File: src/rtl/one_pulser.sv
// one_pulser: 2-flop synchronizer, optional debounce (ONE_PULSER_DEBOUNCE_EN), Moore FSM emitting one SP pulse per press.
// Latency 3 edges (3 + DEBOUNCE_CYCLES debounced); no backpressure, SP is a single-cycle strobe.
module one_pulser #(
    parameter int DEBOUNCE_CYCLES = 4,
    parameter int CNT_W           = 16
) (
    input  logic clkPB,
    input  logic clk,
    input  logic rst,
    output logic SP
);

    // PULSE owns bit 0 alone so SP comes straight off one flop.
    typedef enum logic [1:0] {
        IDLE     = 2'b00,
        PULSE    = 2'b01,
        WAIT_REL = 2'b10
    } state_t;

    logic   s1_q, s1_d;
    logic   s2_q, s2_d;
    logic   qual;
    state_t state_q, state_d;

    if (DEBOUNCE_CYCLES < 1 || CNT_W < 1 || (DEBOUNCE_CYCLES >> CNT_W) != 0) begin : g_cfg_err
        $error("one_pulser: CNT_W too narrow for DEBOUNCE_CYCLES");
    end

    always_comb begin
        s1_d = clkPB;
        s2_d = s1_q;
    end

    always_ff @(posedge clk or posedge rst) begin
        if (rst) begin
            s1_q <= 1'b0;
            s2_q <= 1'b0;
        end else begin
            s1_q <= s1_d;
            s2_q <= s2_d;
        end
    end

`ifdef ONE_PULSER_DEBOUNCE_EN
    logic             deb_q, deb_d;
    logic [CNT_W-1:0] cnt_q, cnt_d;

    // Counter runs only while s2 disagrees with the debounced level.
    always_comb begin
        deb_d = deb_q;
        cnt_d = '0;
        if (s2_q != deb_q) begin
            if (cnt_q == CNT_W'(DEBOUNCE_CYCLES - 1)) begin
                deb_d = s2_q;
            end else begin
                cnt_d = cnt_q + CNT_W'(1);
            end
        end
    end

    always_ff @(posedge clk or posedge rst) begin
        if (rst) begin
            deb_q <= 1'b0;
            cnt_q <= '0;
        end else begin
            deb_q <= deb_d;
            cnt_q <= cnt_d;
        end
    end

    assign qual = deb_q;
`else
    assign qual = s2_q;
`endif

    always_comb begin
        state_d = state_q;
        case (state_q)
            IDLE:     state_d = qual ? PULSE : IDLE;
            PULSE:    state_d = qual ? WAIT_REL : IDLE;
            WAIT_REL: state_d = qual ? WAIT_REL : IDLE;
            default:  state_d = IDLE;
        endcase
    end

    always_ff @(posedge clk or posedge rst) begin
        if (rst) begin
            state_q <= IDLE;
        end else begin
            state_q <= state_d;
        end
    end

    assign SP = state_q[0];

endmodule

File: config.mk
export PLATFORM = sky130hd
export DESIGN_NAME = one_pulser
export DESIGN_NICKNAME = d
export VERILOG_FILES = /design/src/rtl/one_pulser.sv
export SDC_FILE = /design/constraint.sdc
export NUM_CORES = 1
export LEC_CHECK = 0
export BUFFER_PORTS_ARGS = -buffer_cell sky130_fd_sc_hd__buf_4
export CAP_MARGIN = 20
export CORE_AREA = 8 8 45 47
export CTS_CLUSTER_SIZE = 40
export DETAILED_ROUTE_END_ITERATION = 10
export DIE_AREA = 0 0 53 55
export RECOVER_POWER = 25
export REMOVE_ABC_BUFFERS = 1
export SYNTH_ARGS = -nofsm -noshare
export SYNTH_HDL_FRONTEND = slang
export SYNTH_SLANG_ARGS = --single-unit
File: constraint.sdc
create_clock -name clk -period 1.25 [get_ports clk]
set_input_delay 0.125 -clock clk [delete_from_list [all_inputs] [get_ports clk]]
set_output_delay 0.125 -clock clk [all_outputs]
set_load 0.1 [all_outputs]
# [After elaboration in Yosys (flattened, before gate mapping)]
# Index checks and enable logic that the tools add are counted.
[word_totals] regBits=4 output_inout_bits=1 word_cells=10
[op_classes] eq_ne=2 mux=3 reduce_logical=2
[op_table] operator="2-bit one-hot mux with 2 select lines" count=1
[op_table] operator="2-bit by 1-bit == test with 1-bit output (second input constant)" count=1
[op_table] operator="2-bit == test (second input constant)" count=1
[op_table] operator="2-bit logical NOT" count=1
[op_table] operator="2-bit two-way mux" count=1
[op_table] operator="2-bit OR reduction" count=1
[op_table] operator="1-bit two-way mux" count=1

# [Logic depth before layout (Yosys ltp)]
# Gate-level depths: netlist of the first run.
[depth] ltp_word=3 depth_mapped=3 mapped_depth_nobuf=3

# [Least setup slack after synthesis of the first run]
# OpenSTA, ideal clock, no wires.
[synth_path] path_kind="register to register" from="register state_q[0]" to="register state_q[1]" arrival_time_ns=1.443 required_ns=1.131 setup_slack_ns=-0.312 stages_incl_launch_ff=4 n_path_buf=0 synth_period_minus_slack_ns=1.562 path_cell_list="dfrtp_1 -> inv_1 -> ha_1 -> and2_1"
[synth_between] elab_chain_cells=3 elab_cells_between_ends=5 cone_classes="2 x eq/ne; 1 x mux; 2 x reduce/logical"
[synth_rtl] item="start: declaration" line="23" source="state_t state_q, state_d;"
[synth_rtl] item="start signal: assignment" line="90" source="state_q <= state_d;"
[synth_rtl] item="2-bit == test / 2-bit by 1-bit == test with 1-bit output (equally long branches)" line="78" source="case (state_q)"
[synth_rtl] item="2-bit OR reduction (no source line)"
[synth_rtl] item="2-bit one-hot mux with 2 select lines (*)" line="78"
[synth_rtl] item="net state_d[1]" line="23"
# The timed path passes the listed nets; every way through them passes the cells marked *.

# [Final worst setup path of the first run]
[layout_path] from="register state_q[0]" to="output SP"
[layout_lines] item="end: declaration" line="10" source="output logic SP"
# No word-level cell between the ends.

==> impl_metrics.sql, run 1 <==
INSERT INTO impl_metrics (metric_group, metric, value, unit) VALUES
('synthesis', 'seq_area_frac_synth', '66.12', '%'),
('global_routing', 'track_usage', '2.685', '%'),
('sta', 'period_share', '82.29', '%'),
('worst_setup_path', 'crit_path_max_incr_delay', '0.37', 'ns'),
('synthesis', 'post_synth_main_area_contributors', 'sky130_fd_sc_hd__dfrtp_1 66%, sky130_fd_sc_hd__ha_1 17%, sky130_fd_sc_hd__inv_1 7.4%', ''),
('placement', 'routabilityCongestion', '0.5618', ''),
('sta', 'rsz_0062_raised_after_global_routing', 'no', ''),
('cts', 'clock_path_buffers', '2', ''),
('worst_setup_path', 'cp.arrival', '0.90', 'ns'),
('cts', 'cts.sinks', '4', ''),
('global_routing', 'initial_antenna_violation_count', '0', ''),
('sta', 'clock.fmax', '972.2', 'MHz'),
('drt', 'highest_layer', 'met3', ''),
('drt', 'via_count', '103', ''),
('cts', 'cts_buffers', '3', ''),
('status', 'status', 'finished clean', ''),
('pwr', 'swShare', '34.49', '%'),
('layout', 'antennaDiodeCount', '0', ''),
('cts', 'clock_transition_at_the_registers_of_the_reported_paths', '0.04', 'ns'),
('worst_setup_path', 'timing.critical_path.buf_inv', '1', ''),
('global_routing', 'gr-total-overflow', '0', ''),
('worst_setup_path', 'worst_path_dominant_cell_family', 'flip-flops', ''),
('cts', 'cts_htree_levels', '1', ''),
('layout', 'final_layout_size_suffix_gt1_share', '31.58', '%'),
('pwr', 'total_power', '0.4599', 'mW'),
('pwr', 'vdd.ir_drop.worst', '0.4706', 'mV'),
('sta', 'slew_headroom', '81.54', '%'),
('pwr', 'clock_power_share', '33.7', '%'),
('floorplanning', 'die_height', '55', 'um'),
('drt', 'wirelength_met1', '108', 'um'),
('sta', 'final-max-slew-violation-count', '0', ''),
('synthesis', 'synth_seq_cells', '4', ''),
('floorplanning', 'io-pin-count', '4', ''),
('layout', 'sequential_cell_area', '100.1', 'um2'),
('worst_setup_path', 'worstSetupEndpointType', 'output pin', ''),
('drt', 'count_of_routing_violations_after_the_opening_detailed_route_iteration', '1', ''),
('layout', 'area_growth_syn_to_layout', '56.20', '%'),
('floorplanning', 'placeable_area', '1384', 'um2'),
('global_routing', 'grt_first_pass_wirelength', '489', 'um'),
('global_routing', 'first_global_vias', '132', ''),
('layout', 'design_area', '236.5', 'um2'),
('synthesis', 'synth_top_area_share', '66.12', '%'),
('floorplanning', 'placementRows', '14', ''),
('run', 'maxCapViolations', '0', ''),
('worst_setup_path', 'critical_path.cell_chain', 'buf_4', ''),
('pwr', 'switching_power', '0.1586', 'mW'),
('sta', 'setup_clock_skew_after_layout', '0.001577', 'ns'),
('drt', 'detail_route.drc_violations', '0', ''),
('synthesis', 'synth_top_cell_by_area', 'sky130_fd_sc_hd__dfrtp_1', ''),
('synthesis', 'synthesis.instances', '11', ''),
('layout', 'multi_input_area', '40.04', 'um2'),
('worst_setup_path', 'rr_startpoint', 'state_q[0]', ''),
('synthesis', 'synthesis.area', '151.4', 'um2'),
('worst_setup_path', 'startpoint_type', 'register', ''),
('layout', 'final_cell_mix', '4 x sky130_fd_sc_hd__clkbuf_4, 4 x sky130_fd_sc_hd__dfrtp_1, 3 x sky130_fd_sc_hd__inv_1', ''),
('pwr', 'cellPowerDensity', '1945', 'nW/um2'),
('floorplanning', 'initial_core_util', '10.94', '%'),
('drt', 'drtPass1Iterations', '2', ''),
('sta', 'number_of_setup_violations_in_the_final_report', '0', ''),
('drt', 'post_detailed_route_count_of_antenna_violating_nets', '0', ''),
('synthesis', 'synth_cell_types', '5', ''),
('cts', 'cts-root-buf', 'sky130_fd_sc_hd__clkbuf_4', ''),
('synthesis', 'synth_warnings', '0', ''),
('drt', 'route.met3.wl', '41', 'um'),
('worst_setup_path', 'critPathLaunch', 'state_q[0]', ''),
('worst_setup_path', 'cp_data_required_time', '1.12', 'ns'),
('worst_setup_path', 'critPathMaxFanout', '3', ''),
('floorplanning', 'die-area', '2915', 'um2'),
('layout', 'filler_cell_count', '156', ''),
('sta', 'min_period', '1.029', 'ns'),
('min_path', 'hold_path_class', 'in -> async', '');
logic make-up after synthesis:
logic type    count (synthesis)  share of synthesized area, %
fa+ha+maj                     2                         16.53
simple gates                  2                         9.921
flops                         4                         66.12
buf+inv                       3                         7.437
metal layers:
layer / up-vias / track usage (%)
li1: 50 / -
met1: 49 / 1.838
met2: 4 / 3.516
met3: 0 / 3.476
met4: 0 / 2.586
met5: - / 0
synth_stat cells (all sizes together):
master / number
ha: 2
inv: 3
and3b: 1
and2: 1
dfrtp: 4
power by group through the flow:
stage	logic [mW]	registers [mW]	clock network, mW
finish	0.137	0.168	0.155
global route	0.149	0.171	0.172
CTS	0.140	0.168	0.165
detailed placement	0.133	0.170	0
global placement	0.132	0.167	0
floorplan	0.0343	0.236	0
flip-flops by register name, summed over array words and instances (netlist names):
register and count:
qual 1, state_q 2, s1_q 1
cell type report:
type	instances	area share, %
flip-flops and latches	4	42.33
multi-input cells	4	16.93
repair buffers	5	17.99
clock buffers	3	9.524
inverters	3	4.762
well taps	16	8.466
worst paths after layout:
check / to / depth (start not counted) / slack (ns)
max in group asynchronous: qual / 3 / 0.76
max: SP / 1 / 0.22
min in group clk: qual / 0 / 0.34
min reg2reg: qual / 0 / 0.34
min: state_q[1] / 3 / 0.34
max reg2reg: state_q[1] / 3 / 0.31
through the flow:
stage / util, % / std cells / setup slack (ns) / hold WS, ns / setup TNS [ns]
6_report: 17.09 / 35 / 0.2214 / 0.3385 / 0
4_1_cts: 17.09 / 35 / 0.2100 / 0.3376 / 0
3_5_place_dp: 14.01 / 30 / 0.3178 / 0.02639 / 0
2_1_floorplan: - / 11 / -0.3125 / -0.1089 / -0.5724
5_1_grt: 17.09 / 35 / 0.1834 / 0.3482 / 0
3_3_place_gp: 14.01 / 30 / 0.3362 / 0.02094 / 0
repair_timing:
| item | in CTS | in global routing |
|---|---|---|
| endpoints found under the hold margin | 5 | 0 |
| gates resized for setup | 0 | 0 |
| hold buffers | 2 | 0 |
Power figures use the tool's default switching activity.
==> inputs of run 2 (changes only) <==
--- a/config.mk
+++ b/config.mk
@@ -5,6 +5,7 @@
 export SDC_FILE = /design/constraint.sdc
 export NUM_CORES = 1
 export LEC_CHECK = 0
+export ABC_AREA = 1
 export BUFFER_PORTS_ARGS = -buffer_cell sky130_fd_sc_hd__buf_4
 export CAP_MARGIN = 20
 export CORE_AREA = 8 8 45 47
==> constraint.sdc (replaced) <==
create_clock -name clk -period 0.99 [get_ports clk]
set_input_delay 0.099 -clock clk [delete_from_list [all_inputs] [get_ports clk]]
set_output_delay 0.099 -clock clk [all_outputs]
set_load 0.1 [all_outputs]
==> impl_metrics.sql, run 2 <==
INSERT INTO impl_metrics (metric_group, metric, value, unit) VALUES
('status', 'status', 'finished clean', ''),
('floorplanning', 'die-area', '2915', 'um2'),
('worst_setup_path', 'cp_data_required_time', '0.89', 'ns'),
('synthesis', 'synth_seq_cells', '4', ''),
('synthesis', 'synth_common_cells', '4 x sky130_fd_sc_hd__dfrtp_1, 4 x sky130_fd_sc_hd__inv_1, 2 x sky130_fd_sc_hd__ha_1, 2 x sky130_fd_sc_hd__nand2_1, 1 x sky130_fd_sc_hd__nor2_2', ''),
('global_routing', 'grt_first_pass_wirelength', '462', 'um'),
('drt', 'finalWirelength', '224', 'um'),
('sta', 'worst_slew_pin_slew', '0.1543', 'ns'),
('layout', 'final_core_utilization', '17.81', '%'),
('floorplanning', 'placeable_area', '1384', 'um2'),
('worst_setup_path', 'crit_path_max_incr_delay', '0.39', 'ns'),
('placement', 'routabilityCongestion', '0.5444', ''),
('global_routing', 'grt_max_degree', '5', ''),
('pwr', 'leakage', '0.1305', 'nW'),
('synthesis', 'post_synth_main_area_contributors', 'sky130_fd_sc_hd__dfrtp_1 65%, sky130_fd_sc_hd__ha_1 16%, sky130_fd_sc_hd__inv_1 9.8%', ''),
('drt', 'post_detailed_route_count_of_antenna_violating_nets', '0', ''),
('global_routing', 'first_global_vias', '126', ''),
('cts', 'tritoncts', 'built', ''),
('synthesis', 'post_synth_mux_area_share', '0', '%'),
('worst_setup_path', 'critPathLaunch', 'state_q[0]', ''),
('synthesis', 'synthesis.area', '153.9', 'um2'),
('layout', 'area_growth_syn_to_layout', '60.16', '%'),
('sta', 'hold_violations', '0', ''),
('worst_setup_path', 'crit_slowest_cell', 'sky130_fd_sc_hd__dfrtp_1', ''),
('global_routing', 'track_usage', '2.574', '%'),
('synthesis', 'synth_adder_area_share', '16.26', '%'),
('layout', 'final_cell_mix', '4 x sky130_fd_sc_hd__inv_1, 4 x sky130_fd_sc_hd__clkbuf_4, 4 x sky130_fd_sc_hd__dfrtp_1', ''),
('synthesis', 'number_of_enable_flip_flop_cells_after_synthesis', '0', ''),
('cts', 'cts_htree_levels', '1', ''),
('worst_setup_path', 'worstSetupEndpointType', 'output pin', ''),
('placement', 'worst_slack_after_detailed_placement', '0.09604', 'ns'),
('synthesis', 'synth_compound_area_share', '0', '%'),
('worst_setup_path', 'critical_path.cell_chain', 'buf_8', ''),
('synthesis', 'synth_top_area_share', '65.04', '%'),
('synthesis', 'synth-async-reset-ratio', '100.0', '%'),
('worst_setup_path', 'reg2reg_depth', '4', ''),
('placement', 'place.detailed.hpwl', '197.3', 'um'),
('worst_setup_path', 'timing.critical_path.buf_inv', '1', ''),
('cts', 'clock_transition_at_the_registers_of_the_reported_paths', '0.03', 'ns'),
('worst_setup_path', 'worst_path_dominant_cell_family', 'flip-flops', ''),
('layout', 'antennaDiodeCount', '0', ''),
('synthesis', 'synth_cell_types', '5', ''),
('global_routing', 'gr-total-overflow', '0', ''),
('worst_setup_path', 'rr_startpoint', 'state_q[0]', ''),
('synthesis', 'synth_warnings', '0', ''),
('sta', 'final-max-slew-violation-count', '0', ''),
('layout', 'fin_cells', '37', ''),
('drt', 'route.detailed.wl_per_inst', '6.054', 'um'),
('cts', 'cts_buffers', '3', ''),
('synthesis', 'seq_area_frac_synth', '65.04', '%'),
('drt', 'detail_route.drc_violations', '0', ''),
('worst_setup_path', 'startpoint_type', 'register', ''),
('cts', 'clock_path_buffers', '2', ''),
('floorplanning', 'io-pin-count', '4', ''),
('worst_setup_path', 'critPathMaxFanout', '3', ''),
('layout', 'top_register_by_number_of_flip_flops', 'state_q', ''),
('run', 'maxCapViolations', '0', ''),
('layout', 'final_layout_size_suffix_gt1_share', '33.33', '%'),
('sta', 'rsz_0062_raised_after_global_routing', 'yes', ''),
('placement', 'place.detailed.instances', '32', ''),
('pwr', 'total_power', '0.6061', 'mW'),
('cts', 'clk_latency', '0.23', 'ns'),
('sta', 'min_period', '0.9338', 'ns'),
('min_path', 'hold_path_class', 'in -> async', ''),
('floorplanning', 'chip_width', '53', 'um'),
('worst_setup_path', 'endpoint', 'SP', ''),
('sta', 'setup_clock_skew_after_layout', '0.0008471', 'ns'),
('drt', 'vias_per_cell', '2.973', ''),
('global_routing', 'initial_antenna_violation_count', '0', ''),
('synthesis', 'synth_top_family_by_area', 'adder cells', ''),
('sta', 'number_of_setup_violations_in_the_final_report', '0', ''),
('worst_setup_path', 'start_to_end_type_of_the_worst_setup_path', 'reg -> out', ''),
('drt', 'via_count', '110', ''),
('synthesis', 'synthSimpleGateAreaFrac', '8.943', '%'),
('worst_setup_path', 'r2r_end', 'state_q[1]', ''),
('sta', 'clock.fmax', '1071', 'MHz'),
('drt', 'count_of_routing_violations_after_the_opening_detailed_route_iteration', '1', ''),
('layout', 'filler_cell_count', '155', ''),
('sta', 'fin_ws', '0.05625', 'ns'),
('floorplanning', 'placementRows', '14', ''),
('pwr', 'vdd.ir_drop.worst', '0.6810', 'mV'),
('sta', 'setup_tns', '0', 'ns'),
('worst_setup_path', 'cp.arrival', '0.83', 'ns'),
('synthesis', 'synth-xor-area-share', '0', '%'),
('cts', 'cts.sinks', '4', ''),
('pwr', 'cellPowerDensity', '2459', 'nW/um2'),
('placement', 'io_buffers', '3', ''),
('sta', 'slew_headroom', '89.70', '%'),
('layout', 'sequential_cell_area', '100.1', 'um2'),
('worst_setup_path', 'ff2ff_setup_slack', '0.06', 'ns'),
('synthesis', 'synthesis.area_per_instance', '11.84', 'um2'),
('cts', 'cts-root-buf', 'sky130_fd_sc_hd__clkbuf_4', ''),
('floorplanning', 'initial_core_util', '11.12', '%'),
('layout', 'multi_input_area', '38.79', 'um2'),
('layout', 'num-nets-final', '28', ''),
('cts', 'cts.repair_timing.setup_buffer_count', '0', ''),
('synthesis', 'synthesis.instances', '13', ''),
('layout', 'largest_register_ffs', '2', ''),
('floorplanning', 'die_height', '55', 'um'),
('synthesis', 'synth_top_cell_by_area', 'sky130_fd_sc_hd__dfrtp_1', ''),
('synthesis', 'synth-main-ff-cell', 'sky130_fd_sc_hd__dfrtp_1', ''),
('drt', 'drtPass1Iterations', '2', ''),
('worst_setup_path', 'timing.critical_path.depth', '1', ''),
('sta', 'period_share', '94.32', '%');
[run 2: worst register-to-register path, stage by stage, from the launching register on]
cell,delay (ns)
sky130_fd_sc_hd__dfrtp_1,0.39
sky130_fd_sc_hd__inv_1,0.06
sky130_fd_sc_hd__ha_1,0.28
sky130_fd_sc_hd__nand2_1,0.06
sky130_fd_sc_hd__inv_1,0.04
[run 2: kinds of logic (layout without fill, tap and decap cells)]
| group | count (synthesis) | count (layout) |
|---|---|---|
| DFF | 4 | 4 |
| buffers and inverters | 4 | 12 |
| and+or+nand+nor | 3 | 3 |
| adders and majority gates | 2 | 2 |
[run 2: cell type report]
class,count,area share (%)
clock buffer,3,9.137
inverter,4,6.091
multi-input combinational,5,15.74
sequential,4,40.61
tap,16,8.122
timing repair buffer,5,20.30
[run 2: metal layers]
layer | vias to the layer above | global-route usage, % | routed length (um)
li1 | 54 | - | -
met1 | 52 | 1.682 | 90
met2 | 4 | 3.125 | 95
met3 | 0 | 3.743 | 38
met4 | 0 | 2.586 | 0
met5 | - | 0 | 0
[run 2: worst min-delay path by stage]
stage               from         end  slack (ns)  cells past startpoint
finish               rst  state_q[1]        0.31                      3
global placement     rst        s1_q       -0.01                      2
detailed placement   rst        s1_q       0.004                      2
CTS                  rst  state_q[1]        0.31                      3
floorplan            rst        qual       -0.13                      1
global route         rst  state_q[1]        0.33                      3
[run 2: power by group]
part / switching [mW] / leakage, nW / internal [mW]
registers: 0.0226 / 0.0493 / 0.194
clock network: 0.0578 / 0.0138 / 0.135
logic: 0.130 / 0.0674 / 0.0669
total: 0.210 / 0.131 / 0.396
[run 2: timing repair]
action | in CTS | in global routing
hold buffers | 2 | 0
resized for setup | 1 | 1
hold endpoints to repair | 5 | 0
endpoints found under the setup margin | 1 | 1
[run 2: per-stage QoR]
step,hold WS [ns],instance area (um2)
after floorplan,-0.1349,153.9
after global placement,-0.009525,196.4
after detailed placement,0.004302,196.4
after CTS,0.3078,242.7
after global routing,0.3345,246.5
final,0.3122,246.5
==> inputs of run 3 (changes only) <==
--- a/config.mk
+++ b/config.mk
@@ -5,7 +5,6 @@
 export SDC_FILE = /design/constraint.sdc
 export NUM_CORES = 1
 export LEC_CHECK = 0
-export ABC_AREA = 1
 export BUFFER_PORTS_ARGS = -buffer_cell sky130_fd_sc_hd__buf_4
 export CAP_MARGIN = 20
 export CORE_AREA = 8 8 45 47
==> impl_metrics.sql, run 3 (synthesized netlist as in run 1, its figures left out) <==
INSERT INTO impl_metrics (metric_group, metric, value, unit) VALUES
('worst_setup_path', 'critical_path.cell_chain', 'buf_6', ''),
('global_routing', 'initial_antenna_violation_count', '0', ''),
('pwr', 'clock_power_share', '34.4', '%'),
('run', 'maxCapViolations', '0', ''),
('drt', 'post_detailed_route_count_of_antenna_violating_nets', '0', ''),
('pwr', 'combPwrFrac', '30.0', '%'),
('floorplanning', 'placeable_area', '1384', 'um2'),
('layout', 'fin_cells', '35', ''),
('sta', 'setup_tns', '0', 'ns'),
('status', 'status', 'finished clean', ''),
('worst_setup_path', 'cp_data_required_time', '0.89', 'ns'),
('layout', 'area_growth_syn_to_layout', '58.68', '%'),
('global_routing', 'grt_max_degree', '5', ''),
('placement', 'worst_slack_after_detailed_placement', '0.05384', 'ns'),
('pwr', 'swShare', '34.91', '%'),
('placement', 'io_buffers', '3', ''),
('layout', 'top_register_by_number_of_flip_flops', 'state_q', ''),
('worst_setup_path', 'startpoint_type', 'register', ''),
('sta', 'period_share', '96.42', '%'),
('cts', 'cts_htree_levels', '1', ''),
('layout', 'num-nets-final', '26', ''),
('sta', 'min_period', '0.9545', 'ns'),
('min_path', 'hold_path_class', 'in -> async', ''),
('global_routing', 'gr-total-overflow', '0', ''),
('drt', 'count_of_routing_violations_after_the_opening_detailed_route_iteration', '3', ''),
('pwr', 'switching_power', '0.2087', 'mW'),
('layout', 'final_core_utilization', '17.36', '%'),
('sta', 'fin_ws', '0.03546', 'ns'),
('floorplanning', 'initial_core_util', '10.94', '%'),
('drt', 'drtPass1Iterations', '3', ''),
('layout', 'antennaDiodeCount', '0', ''),
('sta', 'hold_violations', '0', ''),
('drt', 'via_count', '107', ''),
('worst_setup_path', 'cp.arrival', '0.86', 'ns'),
('floorplanning', 'placementRows', '14', ''),
('cts', 'cts_buffers', '3', ''),
('drt', 'detail_route.drc_violations', '0', ''),
('sta', 'rsz_0062_raised_after_global_routing', 'yes', ''),
('sta', 'number_of_setup_violations_in_the_final_report', '0', ''),
('sta', 'final-max-slew-violation-count', '0', ''),
('cts', 'tritoncts', 'built', ''),
('layout', 'largest_register_ffs', '2', ''),
('sta', 'setup_clock_skew_after_layout', '0.005226', 'ns'),
('worst_setup_path', 'worstSetupEndpointType', 'output pin', ''),
('floorplanning', 'io-pin-count', '4', ''),
('cts', 'cts.sinks', '4', ''),
('global_routing', 'first_global_vias', '113', ''),
('pwr', 'power.sequential.fraction', '35.6', '%'),
('placement', 'routabilityCongestion', '0.5702', ''),
('placement', 'place.detailed.hpwl', '182.8', 'um'),
('sta', 'slew_headroom', '86.55', '%'),
('sta', 'clock.fmax', '1048', 'MHz'),
('worst_setup_path', 'worst_path_dominant_cell_family', 'flip-flops', ''),
('drt', 'route.detailed.wl_per_inst', '7.343', 'um'),
('global_routing', 'track_usage', '3.068', '%'),
('worst_setup_path', 'timing.critical_path.buf_inv', '1', ''),
('drt', 'vias_per_cell', '3.057', ''),
('floorplanning', 'chip_width', '53', 'um'),
('pwr', 'vdd.ir_drop.worst', '0.6475', 'mV'),
('layout', 'final_common_cell', 'sky130_fd_sc_hd__dfrtp_1', ''),
('worst_setup_path', 'critPathMaxFanout', '3', ''),
('pwr', 'leakage', '0.1222', 'nW'),
('layout', 'final_cell_mix', '4 x sky130_fd_sc_hd__dfrtp_1, 3 x sky130_fd_sc_hd__inv_1, 3 x sky130_fd_sc_hd__clkbuf_4', ''),
('placement', 'place.detailed.instances', '30', ''),
('pwr', 'cellPowerDensity', '2488', 'nW/um2'),
('worst_setup_path', 'crit_slowest_cell', 'sky130_fd_sc_hd__dfrtp_1', ''),
('worst_setup_path', 'crit_path_max_incr_delay', '0.38', 'ns'),
('cts', 'cts-root-buf', 'sky130_fd_sc_hd__clkbuf_4', ''),
('cts', 'clock_transition_at_the_registers_of_the_reported_paths', '0.04', 'ns'),
('worst_setup_path', 'start_to_end_type_of_the_worst_setup_path', 'reg -> out', ''),
('global_routing', 'grt_first_pass_wirelength', '462', 'um'),
('cts', 'clock_path_buffers', '2', ''),
('sta', 'worst_slew_pin_slew', '0.2023', 'ns'),
('pwr', 'power_report.internal_total', '0.3891', 'mW'),
('floorplanning', 'die_height', '55', 'um'),
('layout', 'final_layout_size_suffix_gt1_share', '31.58', '%'),
('floorplanning', 'die-area', '2915', 'um2'),
('drt', 'finalWirelength', '257', 'um'),
('cts', 'clk_latency', '0.24', 'ns');
[run 3: layout make-up]
cell class	instances	area, um2
fill	150	1144
tap	16	20.02
inverter	3	11.26
timing repair buffer	5	46.29
clock buffer	3	22.52
multi-input combinational	4	40.04
sequential	4	100.1
[run 3: timing repair]
item | 4_1_cts | 5_1_grt
hold buffers | 2 | 0
setup buffers | 0 | 0
gates cloned | 0 | 0
gates resized for setup | 1 | 0
setup endpoints to repair | 1 | 1
hold endpoints to repair | 5 | 0
[run 3: path summary, 6_finish.rpt]
| check | startpoint | to | slack, ns | cells after the start |
|---|---|---|---|---|
| max in group asynchronous | rst | qual | 0.53 | 3 |
| worst min-delay path | rst | state_q[0] | 0.30 | 3 |
| worst min register to register | s1_q | qual | 0.34 | 0 |
| min in group clk | s1_q | qual | 0.34 | 0 |
| worst max-delay path | state_q[0] | SP | 0.04 | 1 |
| worst max register to register | state_q[0] | state_q[1] | 0.04 | 3 |
[run 3: routing by layer]
metal | wire [um] | global-route usage (%) | vias up | share of wire [%]
met5 | 0 | 0 | - | 0
met4 | 10 | 5.172 | 0 | 3.9
met3 | 66 | 5.080 | 2 | 26
met2 | 89 | 2.734 | 6 | 35
met1 | 90 | 1.685 | 49 | 35
li1 | - | - | 50 | -
[run 3: power by group through the flow]
| stage | Sequential, mW | Clock [mW] | Combinational, mW |
|---|---|---|---|
| 3_3_place_gp | 0.212 | 0 | 0.164 |
| 4_1_cts | 0.214 | 0.216 | 0.183 |
| 2_1_floorplan | 0.298 | 0 | 0.0433 |
| 5_1_grt | 0.217 | 0.227 | 0.194 |
| 3_5_place_dp | 0.214 | 0 | 0.168 |
| 6_report | 0.213 | 0.205 | 0.180 |
[run 3: stage by stage]
step / total power, mW / hold slack [ns] / area, um2
after global routing: 0.6374 / 0.3270 / 240.2
after global placement: 0.3755 / -0.005000 / 193.9
after detailed placement: 0.3822 / 0.0001080 / 193.9
after floorplan: 0.3413 / -0.1349 / 151.4
after CTS: 0.6136 / 0.3001 / 240.2
final: 0.5978 / 0.3026 / 240.2
